==> src/rtl/tube_fifo_pkg.sv <==
`default_nettype none
// ============================================================================
// tube_fifo_pkg : shared phase encoding, reset-phase helper, parameter limits
// Revision: 1.0
// ============================================================================
package tube_fifo_pkg;

  typedef logic [0:0] phase_t;

  localparam logic [0:0] PH_FILL  = 1'b0;
  localparam logic [0:0] PH_DRAIN = 1'b1;

  localparam int C_MIN_A_WIDTH = 1;
  localparam int C_MIN_BLOCK   = 1;

  function automatic phase_t reset_phase(input int preload, input int block);
    return (preload >= block) ? PH_DRAIN : PH_FILL;
  endfunction

endpackage
`default_nettype wire

==> src/rtl/tube_wrap_ptr.sv <==
`default_nettype none
// ============================================================================
// tube_wrap_ptr : modulo-DEPTH pointer with increment, sync clear, async reset
// Revision: 1.0
// ============================================================================
module tube_wrap_ptr
  import tube_fifo_pkg::*;
#(
  parameter int A_WIDTH = 1,
  parameter int RST_VAL = 0
) (
  input  logic               clk,
  input  logic               rst,
  input  logic               inc_i,
  input  logic               clr_i,
  output logic [A_WIDTH-1:0] ptr_o
);

  localparam logic [A_WIDTH-1:0] c_rst_val = A_WIDTH'(RST_VAL);

  logic [A_WIDTH-1:0] ptr_q;
  logic [A_WIDTH-1:0] ptr_d;

  always_comb begin
    ptr_d = ptr_q;
    if (clr_i) begin
      ptr_d = '0;
    end else if (inc_i) begin
      ptr_d = ptr_q + 1'b1;
    end
  end

  always_ff @(posedge clk or posedge rst) begin
    if (rst) begin
      ptr_q <= c_rst_val;
    end else begin
      ptr_q <= ptr_d;
    end
  end

  assign ptr_o = ptr_q;

endmodule
`default_nettype wire

==> src/rtl/tube_sync_fifo.sv <==
`default_nettype none
// ============================================================================
// tube_sync_fifo : single-clock register FIFO with byte/block status modes
// Revision: 1.0
// ============================================================================
module tube_sync_fifo
  import tube_fifo_pkg::*;
#(
  parameter int                 D_WIDTH      = 8,
  parameter int                 A_WIDTH      = 1,
  parameter int                 BLOCK        = 2,
  parameter int                 PRELOAD      = 0,
  parameter logic [D_WIDTH-1:0] PRELOAD_DATA = '0
) (
  input  logic               clk,
  input  logic               rst,
  input  logic               wr_en,
  input  logic [D_WIDTH-1:0] wr_data,
  input  logic               rd_en,
  output logic [D_WIDTH-1:0] rd_data,
  input  logic               block_mode,
  input  logic               flush,
  input  logic               clr_err,
  output logic [A_WIDTH:0]   count,
  output logic               empty,
  output logic               full,
  output logic               data_available,
  output logic               not_full,
  output logic               overrun,
  output logic               underrun
);

  localparam int             DEPTH         = 2 ** A_WIDTH;
  localparam logic [A_WIDTH:0] c_depth     = (A_WIDTH+1)'(DEPTH);
  localparam logic [A_WIDTH:0] c_block     = (A_WIDTH+1)'(BLOCK);
  localparam logic [A_WIDTH:0] c_count_rst = (A_WIDTH+1)'(PRELOAD);
  localparam phase_t         c_phase_rst   = reset_phase(PRELOAD, BLOCK);

  generate
    if (A_WIDTH < C_MIN_A_WIDTH || BLOCK < C_MIN_BLOCK || BLOCK > DEPTH ||
        PRELOAD < 0 || PRELOAD > DEPTH) begin : g_bad_params
      $error("tube_sync_fifo: parameter out of range");
    end
  endgenerate

  logic [D_WIDTH-1:0] mem_q [DEPTH];
  logic [A_WIDTH-1:0] wr_ptr;
  logic [A_WIDTH-1:0] rd_ptr;
  logic [A_WIDTH:0]   count_q;
  logic [A_WIDTH:0]   count_d;
  phase_t             phase_q;
  phase_t             phase_d;
  logic               overrun_q;
  logic               overrun_d;
  logic               underrun_q;
  logic               underrun_d;

  logic empty_w;
  logic full_w;
  logic wr_acc;
  logic rd_acc;
  logic wr_rej;
  logic rd_rej;

  assign empty_w = (count_q == '0);
  assign full_w  = (count_q == c_depth);

  // Acceptance uses pre-edge occupancy only; flush silences both requests.
  assign wr_acc = wr_en && !full_w  && !flush;
  assign rd_acc = rd_en && !empty_w && !flush;
  assign wr_rej = wr_en &&  full_w  && !flush;
  assign rd_rej = rd_en &&  empty_w && !flush;

  tube_wrap_ptr #(
    .A_WIDTH (A_WIDTH),
    .RST_VAL (PRELOAD % DEPTH)
  ) u_wr_ptr (
    .clk   (clk),
    .rst   (rst),
    .inc_i (wr_acc),
    .clr_i (flush),
    .ptr_o (wr_ptr)
  );

  tube_wrap_ptr #(
    .A_WIDTH (A_WIDTH),
    .RST_VAL (0)
  ) u_rd_ptr (
    .clk   (clk),
    .rst   (rst),
    .inc_i (rd_acc),
    .clr_i (flush),
    .ptr_o (rd_ptr)
  );

  always_comb begin
    count_d = count_q;
    if (flush) begin
      count_d = '0;
    end else if (wr_acc && !rd_acc) begin
      count_d = count_q + 1'b1;
    end else if (rd_acc && !wr_acc) begin
      count_d = count_q - 1'b1;
    end
  end

  // Hysteresis evaluated on next-state count so status moves on the same edge.
  always_comb begin
    phase_d = phase_q;
    if (flush) begin
      phase_d = PH_FILL;
    end else if (phase_q == PH_FILL && count_d >= c_block) begin
      phase_d = PH_DRAIN;
    end else if (phase_q == PH_DRAIN && count_d == '0) begin
      phase_d = PH_FILL;
    end
  end

  always_comb begin
    overrun_d  = overrun_q;
    underrun_d = underrun_q;
    if (clr_err) begin
      overrun_d  = 1'b0;
      underrun_d = 1'b0;
    end
    if (wr_rej) begin
      overrun_d = 1'b1;
    end
    if (rd_rej) begin
      underrun_d = 1'b1;
    end
  end

  always_ff @(posedge clk or posedge rst) begin
    if (rst) begin
      count_q    <= c_count_rst;
      phase_q    <= c_phase_rst;
      overrun_q  <= 1'b0;
      underrun_q <= 1'b0;
    end else begin
      count_q    <= count_d;
      phase_q    <= phase_d;
      overrun_q  <= overrun_d;
      underrun_q <= underrun_d;
    end
  end

  always_ff @(posedge clk or posedge rst) begin
    if (rst) begin
      for (int i = 0; i < DEPTH; i++) begin
        mem_q[i] <= (i < PRELOAD) ? PRELOAD_DATA : '0;
      end
    end else if (wr_acc) begin
      mem_q[wr_ptr] <= wr_data;
    end
  end

  assign rd_data        = mem_q[rd_ptr];
  assign count          = count_q;
  assign empty          = empty_w;
  assign full           = full_w;
  assign data_available = block_mode ? (phase_q == PH_DRAIN) : !empty_w;
  assign not_full       = block_mode ? (phase_q == PH_FILL)  : !full_w;
  assign overrun        = overrun_q;
  assign underrun       = underrun_q;

endmodule
`default_nettype wire

==> config.mk <==
export PLATFORM = sky130hd
export DESIGN_NAME = tube_sync_fifo
export DESIGN_NICKNAME = d
export VERILOG_FILES = /design/src/rtl/tube_fifo_pkg.sv /design/src/rtl/tube_wrap_ptr.sv /design/src/rtl/tube_sync_fifo.sv
export SDC_FILE = /design/constraint.sdc
export NUM_CORES = 1
export LEC_CHECK = 0
export BUFFER_PORTS_ARGS = -buffer_cell sky130_fd_sc_hd__buf_2
export CORE_ASPECT_RATIO = 1.75
export CORE_UTILIZATION = 40
export CTS_CLUSTER_SIZE = 25
export DETAILED_ROUTE_END_ITERATION = 12
export PLACE_DENSITY = 0.72
export SYNTH_ARGS = -nofsm -noshare
export SYNTH_HDL_FRONTEND = slang
export SYNTH_SLANG_ARGS = --single-unit
==> constraint.sdc <==
create_clock -name clk -period 2.28 [get_ports clk]
set_clock_uncertainty 0.05 [all_clocks]
set_input_delay 0.228 -clock clk [delete_from_list [all_inputs] [get_ports clk]]
set_output_delay 0.228 -clock clk [all_outputs]
set_load 0.02 [all_outputs]
==> results of run 1 <==
kinds of logic after synthesis:
kind of cell	share of synthesized area, %
xor gates and xnor gates	3.596
buffers and inverters	3.482
AOI/OAI and AO/OA	2.359
DFF	51.69
adders and majority gates	2.247
muxes	28.76
and+or+nand+nor	7.866
placed cells by master, fill, tap and decap left out:
cell,synthesis,final
buf_2,1,30
mux2_2,24,24
dfrtp_1,23,23
inv_1,5,5
nor2_1,4,4
nand2_1,3,3
clkbuf_8,0,3
o22ai_1,2,2
mux2i_1,2,2
mux2_4,2,2
ha_1,2,2
nand2b_4,1,1
nor3_4,1,1
nor3b_4,1,1
xor2_1,1,1
nor2b_1,1,1
xnor3_1,1,1
o21ai_0,1,1
nand2b_1,1,1
a21oi_2,1,1
xnor2_1,1,1
clkbuf_1,1,1
where the power goes:
part | total [W] | internal (W) | switching (W)
clock network | 0.000245 | 0.000124 | 0.000120
registers | 0.000707 | 0.000593 | 0.000115
logic | 0.000952 | 0.000476 | 0.000476
total | 0.00190 | 0.00119 | 0.000711
cell type report:
| type | count | area share [%] |
|---|---|---|
| flip-flops and latches | 23 | 43.52 |
| well taps | 27 | 2.554 |
| repair buffers | 30 | 11.35 |
| multi-input cells | 49 | 37.75 |
| inverters | 5 | 1.419 |
| clock buffers | 4 | 3.406 |
routing by layer:
layer | routed length (um) | vias up | GRT usage [%]
met5 | 0 | - | 0
met4 | 44 | 0 | 7.527
met3 | 85 | 4 | 2.015
met2 | 1031 | 23 | 26.22
met1 | 739 | 339 | 14.99
li1 | - | 338 | -
worst max-delay path, cell delays in order (launching register included):
cell	delay, ns
dfrtp_1	0.34
inv_1	0.07
ha_1	0.24
nand2b_4	0.21
nor3b_4	0.43
mux2_2	0.40
stage by stage:
step                      instances  instance area, um2  power (W)  worst slack, ns
final                           138                1323   0.001904           0.4230
after global routing            138                1323   0.002033           0.3338
after CTS                       138                1323   0.001928           0.3900
after detailed placement        134                1277   0.001684           0.4014
after global placement          134                1277   0.001635           0.4901
after floorplan                  80                1114   0.001434           0.2736
flip-flops by register name, indices dropped and copies added, names as in the netlist:
signal / cells
u_wr_ptr.ptr_o: 1
mem_q: 16
overrun: 1
u_rd_ptr.ptr_o: 1
underrun: 1
count: 2
phase_q: 1
worst max path at each step:
stage,cells past startpoint,end,start
after floorplan,6,mem_q[0],count[0]
after global placement,5,mem_q[0],count[0]
after detailed placement,5,mem_q[7],count[0]
after CTS,5,mem_q[7],count[0]
after global routing,5,mem_q[3],count[0]
final,5,mem_q[7],count[0]
==> metrics.yaml, run 1 <==
outcome:
  status: "complete, no violations"
die:
  ioPinCount: 31
  core_mm2: 0.002659
  die_w_um: 41.89
  row_count: 25
  start_util_pct: 41.88
  die_area_mm2: 0.003007
  die_height_um: 71.80
clock_tree:
  root_buffer: "clkbuf_8"
  cts_buffer_depth: 2
  cts_tree: "done"
  insertion_delay_ns: 0.26
  hold_buffers: 0
  numCtsBuffers: 3
  cts_sinks: 23
  post-cts-setup-buffers: 0
  clk_pin_slew_worst_paths_ns: 0.08
  htree_levels: 1
  cts.repair.resized: 0
sta:
  rsz0062_at_grt: "false"
  drv_slew: 0
  slew_headroom_pct: 44.54
  finalHoldViolCount: 0
  finalCritPeriodShare_pct: 81.45
  period_minus_slack_ns: 1.857
  finalSetupViolCount: 0
  worst_pin_slew_ns: 0.8309
  fmax_ghz: 0.5385
  timing.hold.ws_ns: 0.07473
  setup_tns_ns: 0
logic_synthesis:
  synth_area_leaders: "dfrtp_1 52%, mux2_2 24%, mux2_4 2.7%"
  synth_edf_count: 0
  ys_top_cells_by_count: "24 x mux2_2, 23 x dfrtp_1, 5 x inv_1"
  syn_avg_cell_area_um2: 13.92
  ys_seq_area_share_pct: 51.69
  ys_warn_count: 0
  synth.most_common_cell: "mux2_2"
  yosys.area.top_type_share_pct: 51.69
  async_reset_ff_share_pct: 100.0
  synthCells: 80
  ys_types: 22
  synth_area_mm2: 0.001114
  syn_nets: 97
  ys_ff_latch: 23
  synth_area_leader_cell: "dfrtp_1"
  synthFlopType: "dfrtp_1"
finish:
  nets: 129
  postLayoutCoreUtil_pct: 49.74
  final-seq-area_um2: 575.6
  area_delta_synth_final_pct: 18.76
  multi_input_comb_area_um2: 499.2
  n_antenna_cell: 0
  filler_cell_count: 243
  drive_above_1_share_pct: 56.76
global_routing:
  grt_usage_pct: 14.16
  grt_pass1_vias: 716
  grt_remaining_overflow: 0
  grt_max_degree: 24
  grt_first_pass_wirelength_um: 3208
  antenna_found_initial: 0
detailed_routing:
  wl_per_cell_um: 13.78
  drc: 0
  antenna_left: 0
  wirelength_um: 1901
  vias: 704
  drt_first_pass_iters: 3
  drtIter0Drc: 5
  vias_per_cell: 5.101
setup_path:
  r2r-start: "count[0]"
  r2r-end: "mem_q[7]"
  arrival_ns: 1.95
  cp_data_required_time_ns: 2.38
  reg2reg_slack_ns: 0.42
  startpoint_type: "flip-flop"
  reg2regPathDepth: 5
  crit_fanout: 8
  endpoint_kind: "flip-flop"
  critical_path_class: "flip-flop to flip-flop"
min_path:
  hold_path.class: "primary input to asynchronous set/reset pin"
power:
  ir_drop_uv: 889.5
  power_leakage_nw: 0.6330
  powerDensity_mw_per_mm2: 1440
placed_design:
  finalWeightedCongestion: 0.6821
  hpwl_um: 1481
  port-buffer-count: 30
flow_run:
  drv_cap: 0
Note: power is estimated with default switching activity, not from simulation.
==> run 2, diff against run 1 <==
PLACE_DENSITY = 0.74   (was 0.72)
clock period = 1.65 ns   (was 2.28 ns; I/O delays follow)
==> run 2 against run 1 <==
  * The run now ends with negative setup slack left
  * Setup slack got worse by 0.44 ns
  * Design area rose by 17%
  * Via count grew 12%
  * Maximum frequency increased by 11%
  * Sequential share of layout area down 6.1 points
  * Register-to-register slack worse by 0.44 ns
  * Clock power grew 45%
  * Critical path type unchanged
==> metrics.yaml, run 2 (synthesis results as in run 1) <==
clock_tree:
  cts_buffer_depth: 2  # unchanged
  clk_pin_slew_worst_paths_ns: 0.09  # about the same
  root_buffer: "clkbuf_8"
  cts_tree: "done"
  cts_sinks: 23  # unchanged
  numCtsBuffers: 3  # unchanged
  insertion_delay_ns: 0.27  # about the same
  htree_levels: 1  # unchanged
outcome:
  status: "complete, but fails checks"
  violations: "negative setup slack"
detailed_routing:
  drt_first_pass_iters: 4  # +1
  vias_per_cell: 5.267  # +3.2%
  drc: 0  # unchanged
  drtIter0Drc: 18  # +13
  vias: 790  # +12%
  wl_per_cell_um: 17.50  # +27%
  antenna_left: 0  # unchanged
  wirelength_um: 2625  # +38%
setup_path:
  cp_data_required_time_ns: 1.75  # -0.63 ns
  reg2reg_slack_ns: -0.02  # -0.44 ns
  arrival_ns: 1.77  # -0.18 ns
  slowest_delay_ns: 0.44  # about the same
  r2r-end: "mem_q[4]"
  startpoint_type: "flip-flop"
  cp_cell_sequence: "ha_4 -> nand2b_4 -> nor3b_4 -> buf_12 -> mux2_4"
  cp.buffers_inverters: 1  # unchanged
  slowest_stage: "dfrtp_2"
  r2r-start: "count[1]"
  crit_fanout: 8  # unchanged
  cp_top_family: "flip-flops"
  critical_path_class: "flip-flop to flip-flop"
  endpoint_kind: "flip-flop"
  reg2regPathDepth: 5  # unchanged
die:
  ioPinCount: 31  # unchanged
  die_area_mm2: 0.003007  # unchanged
  row_count: 25  # unchanged
  start_util_pct: 41.88  # unchanged
  core_mm2: 0.002659  # unchanged
  die_height_um: 71.80  # unchanged
  die_w_um: 41.89  # unchanged
finish:
  final_common_cell: "buf_2"
  largest_register_ffs: 16  # unchanged
  filler_cell_count: 212  # -13%
  n_antenna_cell: 0  # unchanged
  drive_above_1_share_pct: 67.48  # +11 points
  final_cell_mix: "29 x buf_2, 21 x dfrtp_1, 18 x mux2_4"
  area_delta_synth_final_pct: 38.88
  layoutNonFillerInstCount: 150  # +8.7%
  regMostFlops: "mem_q"
  postLayoutCoreUtil_pct: 58.16  # +8.4 points
  design_area_mm2: 0.001546  # +17%
  nets: 141  # +9.3%
power:
  powerDensity_mw_per_mm2: 2008  # +39%
  power_leakage_nw: 0.7554  # +19%
  p_clk_share_pct: 11.5  # -1.4 points
  ir_drop_uv: 989.7  # +11%
  combPwrFrac_pct: 56.0  # +6.0 points
  p_seq_share_pct: 32.6  # -4.5 points
  swShare_pct: 37.32  # about the same
  switchingPower_w: 0.001159  # +63%
  power.internal_w: 0.001946  # +63%
global_routing:
  grt_max_degree: 24  # unchanged
  grt_usage_pct: 18.23  # +4.1 points
  grt_remaining_overflow: 0  # unchanged
  antenna_found_initial: 0  # unchanged
  grt_first_pass_wirelength_um: 4043  # +26%
  grt_pass1_vias: 850  # +19%
sta:
  slew_headroom_pct: 74.15  # +30 points
  finalSetupViolCount: 9  # +9
  fmax_ghz: 0.5994  # +11%
  worst_pin_slew_ns: 0.3877  # -0.4432 ns
  finalHoldViolCount: 0  # unchanged
  drv_slew: 0  # unchanged
  period_minus_slack_ns: 1.668  # -0.1885 ns
  worst_slack_ns: -0.01841  # -0.4415 ns
  finalCritPeriodShare_pct: 101.1  # +20 points
  rsz0062_at_grt: "true"
placed_design:
  placed_cell_area_mm2: 0.001389  # +8.7%
  port-buffer-count: 30  # unchanged
  dp_cells: 141  # +5.2%
  hpwl_um: 1770  # +20%
  finalWeightedCongestion: 0.7299  # +7.0%
min_path:
  holdPathStages: 2
  hold_path.class: "primary input to flip-flop"
  min_to: "underrun"
  hold_start: "clr_err"
flow_run:
  drv_cap: 0  # unchanged
[run 2: worst max-delay path by stage]
stage,endpoint,startpoint,slack [ns],cells past startpoint
2_1_floorplan,mem_q[0],count[0],-0.17,6
5_1_grt,mem_q[4],count[1],-0.07,5
3_5_place_dp,mem_q[2],count[1],-0.02,5
3_3_place_gp,mem_q[7],count[1],0.04,5
6_report,mem_q[4],count[1],-0.02,5
4_1_cts,mem_q[2],count[1],-0.02,5
[run 2: through the flow]
| step | setup TNS [ns] | total power (W) | hold WS [ns] | setup WS, ns |
|---|---|---|---|---|
| global route | -0.8515 | 0.003273 | 0.03826 | -0.07317 |
| global placement | 0 | 0.002430 | 0.1641 | 0.03602 |
| CTS | -0.1372 | 0.002960 | 0.03788 | -0.02079 |
| detailed placement | -0.1395 | 0.002515 | 0.1704 | -0.02365 |
| floorplan | -2.595 | 0.002053 | 0.1168 | -0.1691 |
| finish | -0.1261 | 0.003105 | 0.03928 | -0.01841 |
[run 2: power groups by stage]
stage	clock network (W)	registers (W)	logic (W)
after floorplan	0	0.000982	0.00107
after global placement	0	0.000987	0.00144
after detailed placement	0	0.00101	0.00150
after CTS	0.000362	0.00101	0.00159
after global routing	0.000383	0.00105	0.00184
final	0.000356	0.00101	0.00174
[run 2: timing repair]
item | in CTS | in global routing
resized for setup | 9 | 12
setup buffers | 2 | 2
pin swaps | 2 | 2
hold buffers | 1 | 0
hold endpoints to repair | 23 | 0
setup endpoints to repair | 12 | 27
[run 2: layer usage]
metal,share of wire [%],track usage [%]
met3,2.9,3.275
met1,38,20.43
met5,0,0
met2,56,32.47
met4,2.9,8.961
[run 2: layout make-up]
type	instances	area (um2)	share of cell area, %
sequential	23	578.1	37.38
tap	27	33.78	2.184
inverter	5	18.77	1.214
timing repair buffer	42	281.5	18.20
clock inverter	1	5.005	0.3236
multi-input combinational	49	588.1	38.03
clock buffer	3	41.29	2.670
==> run 3, diff against run 2 <==
RECOVER_POWER = 25   (was default)
==> run 3 against run 2 <==
  * The flow still finishes with violations (negative setup slack)
  * Maximum frequency stayed put
  * Sequential cell count stayed put
  * Setup slack stayed put
  * Sequential share of layout area is 0.061 points higher
  * Core utilization is 0.094 points lower
  * Die area stayed put
  * Clock-buffer cell count stayed put
  * Final cell count stayed put
  * Global-route usage stayed put
  * Highest routed layer unchanged
==> metrics.yaml, run 3 (synthesis results as in run 1) <==
finish:
  design_area_mm2: 0.001544  # -0.16%
  n_antenna_cell: 0  # unchanged
  regMostFlops: "mem_q"
  nets: 141  # unchanged
  final_common_cell: "buf_2"
  drive_above_1_share_pct: 67.48  # unchanged
  area_delta_synth_final_pct: 38.65
  largest_register_ffs: 16  # unchanged
  final_cell_mix: "29 x buf_2, 21 x dfrtp_1, 18 x mux2_4"
clock_tree:
  cts_sinks: 23  # unchanged
  cts_tree: "done"
  root_buffer: "clkbuf_8"
  insertion_delay_ns: 0.27  # about the same
  htree_levels: 1  # unchanged
  clk_pin_slew_worst_paths_ns: 0.09  # about the same
  cts_buffer_depth: 2  # unchanged
  numCtsBuffers: 3  # unchanged
flow_run:
  drv_cap: 0  # unchanged
die:
  row_count: 25  # unchanged
  die_height_um: 71.80  # unchanged
  die_area_mm2: 0.003007  # unchanged
  start_util_pct: 41.88  # unchanged
  ioPinCount: 31  # unchanged
  core_mm2: 0.002659  # unchanged
  die_w_um: 41.89  # unchanged
global_routing:
  top_usage_layer: "met2"
  gr-usage-met3_pct: 3.275  # unchanged
  grt_usage_pct: 18.23  # unchanged
  grt_use_met2_pct: 32.47  # unchanged
  grt_pass1_vias: 850  # unchanged
  antenna_found_initial: 0  # unchanged
  grt_first_pass_wirelength_um: 4043  # unchanged
  grt_max_degree: 24  # unchanged
  grt_remaining_overflow: 0  # unchanged
  grtUsageMet1_pct: 20.43  # unchanged
detailed_routing:
  drc: 0  # unchanged
  wirelength_um: 2625  # unchanged
  vias: 790  # unchanged
  drt_first_pass_iters: 4  # unchanged
  drtIter0Drc: 18  # unchanged
  vias_per_cell: 5.267  # unchanged
  antenna_left: 0  # unchanged
  wl_per_cell_um: 17.50  # unchanged
setup_path:
  reg2reg_slack_ns: -0.02  # about the same
  cp_cell_sequence: "ha_4 -> nand2b_4 -> nor3b_4 -> buf_12 -> mux2_4"
  slowest_stage: "dfrtp_2"
  arrival_ns: 1.77  # about the same
  slowest_delay_ns: 0.44  # about the same
  endpoint_kind: "flip-flop"
  r2r-end: "mem_q[4]"
  critical_path_class: "flip-flop to flip-flop"
  startpoint_type: "flip-flop"
  r2r-start: "count[1]"
  crit_fanout: 8  # unchanged
  cp-startpoint: "count[1]"
  cp_data_required_time_ns: 1.75  # about the same
  reg2regPathDepth: 5  # unchanged
outcome:
  violations: "negative setup slack"
  status: "complete, but fails checks"
sta:
  fmax_ghz: 0.5994  # unchanged
  timing.hold.ws_ns: 0.03928  # unchanged
  finalSetupViolCount: 9  # unchanged
  rsz0062_at_grt: "true"
  finalHoldViolCount: 0  # unchanged
  period_minus_slack_ns: 1.668  # unchanged
  worst_slack_ns: -0.01841  # unchanged
  slew_headroom_pct: 61.44  # -13 points
  drv_slew: 0  # unchanged
  worst_pin_slew_ns: 0.5784  # +0.1908 ns
  finalCritPeriodShare_pct: 101.1  # unchanged
  setup_tns_ns: -0.1261  # unchanged
min_path:
  hold_start: "clr_err"
  min_to: "underrun"
  holdPathStages: 2  # unchanged
  hold_path.class: "primary input to flip-flop"
power:
  power_leakage_nw: 0.7547  # about the same
  powerDensity_mw_per_mm2: 2010  # +0.13%
  ir_drop_uv: 989.7  # about the same
placed_design:
  port-buffer-count: 30  # unchanged
  hpwl_um: 1770  # unchanged
  placed_cell_area_mm2: 0.001389  # unchanged
  finalWeightedCongestion: 0.7299  # unchanged
[run 3: repair_timing]
item                                   in CTS  in global routing
cloned                                      0                  0
setup buffers                               2                  2
hold buffers                                1                  0
endpoints found under the hold margin      23                  0
setup endpoints to repair                  12                 27
pin swaps                                   2                  2
gates resized for setup                     9                 12
[run 3: power by group]
part           switching [W]  internal (W)
registers           0.000189      0.000823
logic               0.000783      0.000953
clock network       0.000187      0.000169
[run 3: worst max-delay path by stage]
stage	slack, ns	to	cells after the start
floorplan	-0.17	mem_q[0]	6
global placement	0.04	mem_q[7]	5
detailed placement	-0.02	mem_q[2]	5
CTS	-0.02	mem_q[2]	5
global route	-0.07	mem_q[4]	5
finish	-0.02	mem_q[4]	5
[run 3: final cells by class]
cell class                 count  area, um2
clock buffer                   3      41.29
timing repair buffer          42      279.0
fill                         213       1115
tap                           27      33.78
inverter                       5      18.77
sequential                    23      578.1
clock inverter                 1      5.005
multi-input combinational     49      588.1
[run 3: metal layers]
layer	up-vias	share of wire [%]
met2	19	56
met1	404	38
met3	8	2.9
met4	0	2.9
met5	-	0
li1	359	-
[run 3: worst max-delay path, delay by kind of cell, from the launching register on]
| kind | cells | cell delay [ns] |
|---|---|---|
| adder cells (fa/ha/maj) | 1 | 0.17 |
| multiplexers | 1 | 0.30 |
| flip-flops | 1 | 0.44 |
| AND/OR/NAND/NOR | 2 | 0.42 |
| buffers and inverters | 1 | 0.16 |
[run 3: metrics by stage]
step           util [%]  cells  power (W)  setup WS (ns)
6_report          58.07    150   0.003104       -0.01841
5_1_grt           58.07    150   0.003272       -0.07317
4_1_cts           55.76    148   0.002960       -0.02079
3_5_place_dp      52.24    141   0.002515       -0.02365
3_3_place_gp      52.24    141   0.002430        0.03602
2_1_floorplan         -     80   0.002053        -0.1691
